$ cat src/rtl/parity_frame_accumulator.sv
// parity_frame_accumulator: groups a valid/ready bit stream into FRAME_LEN-bit frames
// and presents each frame's parity and ones-count on a held valid/ready output.
module parity_frame_accumulator #(
    parameter int FRAME_LEN = 8,
    parameter int CNT_W     = 4,
    parameter int DONE_W    = 8
) (
    input  logic              clk,
    input  logic              rst,
    input  logic              in_bit,
    input  logic              in_start,
    input  logic              in_valid,
    output logic              in_ready,
    output logic              parity_out,
    output logic [CNT_W-1:0]  ones_count,
    output logic              out_valid,
    input  logic              out_ready,
    output logic              frame_abort,
    output logic [DONE_W-1:0] frames_done
);
    typedef enum logic [1:0] {IDLE, ACCUM, HOLD} state_t;

    state_t             state_q, state_d;
    logic [CNT_W-1:0]   cnt_q, cnt_d, acc_ones_q, acc_ones_d, ones_q, ones_d;
    logic               acc_par_q, acc_par_d, par_q, par_d, abort_q, abort_d;
    logic [DONE_W-1:0]  done_q, done_d;

    assign in_ready    = state_q != HOLD;
    assign out_valid   = state_q == HOLD;
    assign parity_out  = par_q;
    assign ones_count  = ones_q;
    assign frame_abort = abort_q;
    assign frames_done = done_q;

    always_comb begin
        state_d    = state_q;
        cnt_d      = cnt_q;
        acc_par_d  = acc_par_q;
        acc_ones_d = acc_ones_q;
        par_d      = par_q;
        ones_d     = ones_q;
        abort_d    = 1'b0;
        done_d     = done_q;
        if (state_q == HOLD) begin
            if (out_ready) begin
                state_d = IDLE;
                done_d  = done_q + DONE_W'(1);
            end
        end else if (in_valid) begin
            if (in_start) begin
                cnt_d      = CNT_W'(1);
                acc_par_d  = in_bit;
                acc_ones_d = CNT_W'(in_bit);
                abort_d    = state_q == ACCUM;
            end else if (state_q == ACCUM) begin
                cnt_d      = cnt_q + CNT_W'(1);
                acc_par_d  = acc_par_q ^ in_bit;
                acc_ones_d = acc_ones_q + CNT_W'(in_bit);
            end
            // Non-start bits in IDLE fall through here untouched and are dropped.
            if (in_start || state_q == ACCUM) begin
                state_d = (cnt_d == CNT_W'(FRAME_LEN)) ? HOLD : ACCUM;
                if (cnt_d == CNT_W'(FRAME_LEN)) begin
                    par_d  = acc_par_d;
                    ones_d = acc_ones_d;
                end
            end
        end
    end

    always_ff @(posedge clk or posedge rst) begin
        if (rst) begin
            state_q    <= IDLE;
            cnt_q      <= '0;
            acc_par_q  <= 1'b0;
            acc_ones_q <= '0;
            par_q      <= 1'b0;
            ones_q     <= '0;
            abort_q    <= 1'b0;
            done_q     <= '0;
        end else begin
            state_q    <= state_d;
            cnt_q      <= cnt_d;
            acc_par_q  <= acc_par_d;
            acc_ones_q <= acc_ones_d;
            par_q      <= par_d;
            ones_q     <= ones_d;
            abort_q    <= abort_d;
            done_q     <= done_d;
        end
    end
endmodule

$ cat config.mk
export PLATFORM = sky130hd
export DESIGN_NAME = parity_frame_accumulator
export DESIGN_NICKNAME = d
export VERILOG_FILES = /design/src/rtl/parity_frame_accumulator.sv
export SDC_FILE = /design/constraint.sdc
export NUM_CORES = 1
export LEC_CHECK = 0
export CAP_MARGIN = 20
export CORE_ASPECT_RATIO = 0.7
export CORE_UTILIZATION = 47
export CTS_CLUSTER_SIZE = 16
export DETAILED_ROUTE_END_ITERATION = 8
export MAX_ROUTING_LAYER = met4
export PLACE_DENSITY = 0.7
export SLEW_MARGIN = 25
export SYNTH_ARGS = -nofsm -noshare
export SYNTH_HDL_FRONTEND = slang
export SYNTH_SLANG_ARGS = --single-unit
$ cat constraint.sdc
create_clock -name clk -period 1.65 [get_ports clk]
set_input_delay 0.33 -clock clk [delete_from_list [all_inputs] [get_ports clk]]
set_output_delay 0.33 -clock clk [all_outputs]
set_load 0.005 [all_outputs]
==> metrics.txt, run 1 <==
Synth Area in Compound Gates between 15 and 20%; Horiz. Die Dim ~67 µm; vias in the first global route 1065; P per Cell Area ~1300 nW/µm²; LEAKAGE approximately 0.9 nW; fin crit period around 1.7 ns; Post-Syn Instances roughly 130; Post-Synth Simple-Gate Area approximately 17%; CP max stage cell dfrtp_2; ratio of cells with drive above 1 in the final layout between 30% and 40%; number of remaining DRC errors 0; post-synthesis cell area ~1400 µm²; Die Y 47.4 µm; Avg WL per Cell roughly 16 µm; startpoint types flip-flop; worst vdd ir a little under 900 µV; RSZ-0062 raised after global routing yes; routed wl met3 between 200 and 300 µm; Crit. End Element flip-flop; initial antenna violation count 0; CTS tree yes; Via density ~5.5; syn nets 141; # H-tree levels 1; Hold Fails Final Rpt 0; largest fanout on the critical path 5; skew final approximately 0.0016 ns; I/O pins 22; required time worst endpoint about 1.8 ns; status finished with violations; post-synthesis mux area share roughly 7.2%; largest family of logic cells by synthesized area simple AND/OR/NAND/NOR gates; Detailed Routing Iterations Pass 1 4; P&R area growth vs syn 42.4%; Total Routing Usage GR approximately a quarter; ANT cells 0; relative slew slack approximately three quarters; Final Power about 0.0025 W; Slew Limit Fails 0; largest net degree at the start of global routing 26; remaining global-route overflow 0; NumNets Final ~190; clk_lat worst skew roughly 0.27 ns; ys flop type dfrtp_1; EDFF count, synth 0; Tcrit/Tclk final 105%; Synth Register Bits 25; CTS clock-pin slew for the worst setup and hold paths approximately 0.080 ns; Starting Density between 40% and 50%; drt initial violations 65; critical path's largest stage delay 0.45 ns; max_cap viols 0; Synth async-reset ratio 100%; hpwl dp 2410 µm; total core area about 2800 µm²; synth unique cells 38; Final GP Congestion ~0.91; final worst slack -0.0872 ns; crit path cell chain buf_6 > nand3b_1 > xor2_2 > o2111ai_4 > mux2_4; Total Neg Setup Slack -0.411 ns; CP arrival 1.90 ns; violated checks setup timing; Final setup viols 5; Final ANT Viol Nets 0; clk root buf clkbuf_8; WL final between 3000 and 4000 µm; Num CTS Buffers 3; Adder-Cell Fraction of Synth Area roughly 3.6%; num rows 16; Max Freq roughly 0.58 GHz; Seq/Total Area, Yosys between 40% and 50%; slew at the pin closest to its max-slew limit 0.356 ns; Port Buffers 21; total clock sinks 25; worst hold path class in2async; met2 WL ~1500 µm; met1 WL ~1700 µm; synth warn 0; DR top layer met4; global-route wire length before repair between 5000 and 6000 µm; synthesized area per cell about 11 µm²; Clock Path Buffers 2; kind of critical path reg2reg; via count 1169; die area approximately 3200 µm²; xor and xnor area share after synthesis under 10%
## synthesized netlist by cell type (all sizes together) (2+ instances only)
cell	n	area, µm²
dfrtp	25	626
nand2	12	47.6
mux2	8	90.1
o21ai	8	40.0
a21oi	7	35.0
nand3	6	30.0
nor2	6	22.5
xor2	6	52.6
buf	5	43.8
inv	5	18.8
nor3	5	30.0
ha	4	50.1
nor2b	4	25.0
nand3b	3	22.5
o2111ai	3	43.8
o31ai	3	36.3
xnor2	3	26.3
a21boi	2	15.0
clkbuf	2	7.51
nand2b	2	20.0
## routing by layer
layer  track usage, %  vias to the layer above
li1                 -                      559
met1             36.0                      558
met2             35.2                       44
met3             7.04                        8
met4             9.79                        0
met5                -                        -
## report_power, final
group | switching (W) | internal, W
Combinational | 0.000563 | 0.000668
Clock | 0.000194 | 0.000169
Sequential | 0.000149 | 0.000745
Total | 0.000906 | 0.00158
## critical path: cells and delay by family, from the launching register on
family | cells | cell delay [ns]
AO/OA/AOI/OAI | 1 | 0.24
multiplexers | 1 | 0.35
AND/OR/NAND/NOR | 1 | 0.19
XOR/XNOR | 1 | 0.25
buffers and inverters | 1 | 0.14
flip-flops | 1 | 0.45
## registers in the layout, indices dropped and copies added (netlist names)
register,count
state_q,2
ones_count,4
acc_ones_q,4
frame_abort,1
cnt_q,4
parity_out,1
acc_par_q,1
frames_done,8
## area by class of cell
type / instances / area, µm²
clock buffers: 3 / 41.3
clock inverters: 1 / 5.00
fillers: 203 / 836
inverters: 5 / 18.8
multi-input cells: 94 / 795
flip-flops and latches: 25 / 629
well taps: 36 / 45.0
repair buffers: 50 / 433
## logic make-up (layout without fill, tap and decap cells)
group | after synthesis | after routing
compound gates | 29 | 29
xor+xnor | 9 | 9
fa+ha+maj | 4 | 4
buf+inv | 12 | 59
flops | 25 | 25
mux | 9 | 9
simple gates | 43 | 43
## per-stage QoR
step | std cells | area [µm²] | setup WS, ns | hold slack [ns] | utilization, %
floorplan | 131 | 1450 | -0.0169 | 0.357 | -
global placement | 207 | 1850 | -0.231 | 0.460 | 65.8
detailed placement | 207 | 1850 | -0.265 | 0.481 | 65.8
CTS | 215 | 1940 | -0.0491 | 0.422 | 69.3
global route | 214 | 1970 | -0.158 | 0.444 | 70.2
finish | 214 | 1970 | -0.0872 | 0.407 | 70.2
## worst paths after layout
path                           startpoint             end  slack (ns)  depth (start not counted)
max                            state_q[1]   ones_count[0]       -0.09                          5
min                                   rst  frames_done[7]        0.41                          3
max reg2reg                    state_q[1]   ones_count[0]       -0.09                          5
min reg2reg                frames_done[7]  frames_done[7]        0.48                          1
max in group asynchronous             rst        cnt_q[1]        0.98                          3
min in group clk           frames_done[7]  frames_done[7]        0.48                          1
## what timing repair did
action	CTS	global route
resized for setup	8	9
cloned	0	0
hold buffers	0	0
pin swaps	3	2
endpoints found under the setup margin	8	12
buffers inserted	5	0
## cells in the final DEF (no fill, tap or decap), types with 2 or more instances in the layout
cell              n
o21ai_0           6
buf_4            27
inv_1             4
nor3_1            3
a21boi_0          2
o31ai_1           2
nor2b_1           3
dfrtp_1          22
xor2_1            5
buf_6             2
dlygate4sd2_1     2
ha_1              2
dfrtp_2           3
clkdlybuf4s50_1  19
o21ai_1           2
nand3_1           6
a21oi_1           6
clkbuf_8          3
xnor2_1           3
nor2_1            6
mux2_2            3
nand3b_1          3
nand2_1          11
mux2_4            5
Power figures use the tool's default switching activity.
==> run 2, diff against run 1 <==
--- a/config.mk
+++ b/config.mk
@@ -12,7 +12,7 @@
 export DETAILED_ROUTE_END_ITERATION = 8
 export MAX_ROUTING_LAYER = met4
 export PLACE_DENSITY = 0.7
-export SLEW_MARGIN = 25
+export SLEW_MARGIN = 20
 export SYNTH_ARGS = -nofsm -noshare
 export SYNTH_HDL_FRONTEND = slang
 export SYNTH_SLANG_ARGS = --single-unit
==> results of run 2 <==
Final layout, timing and power as in run 1 (identical DEF).
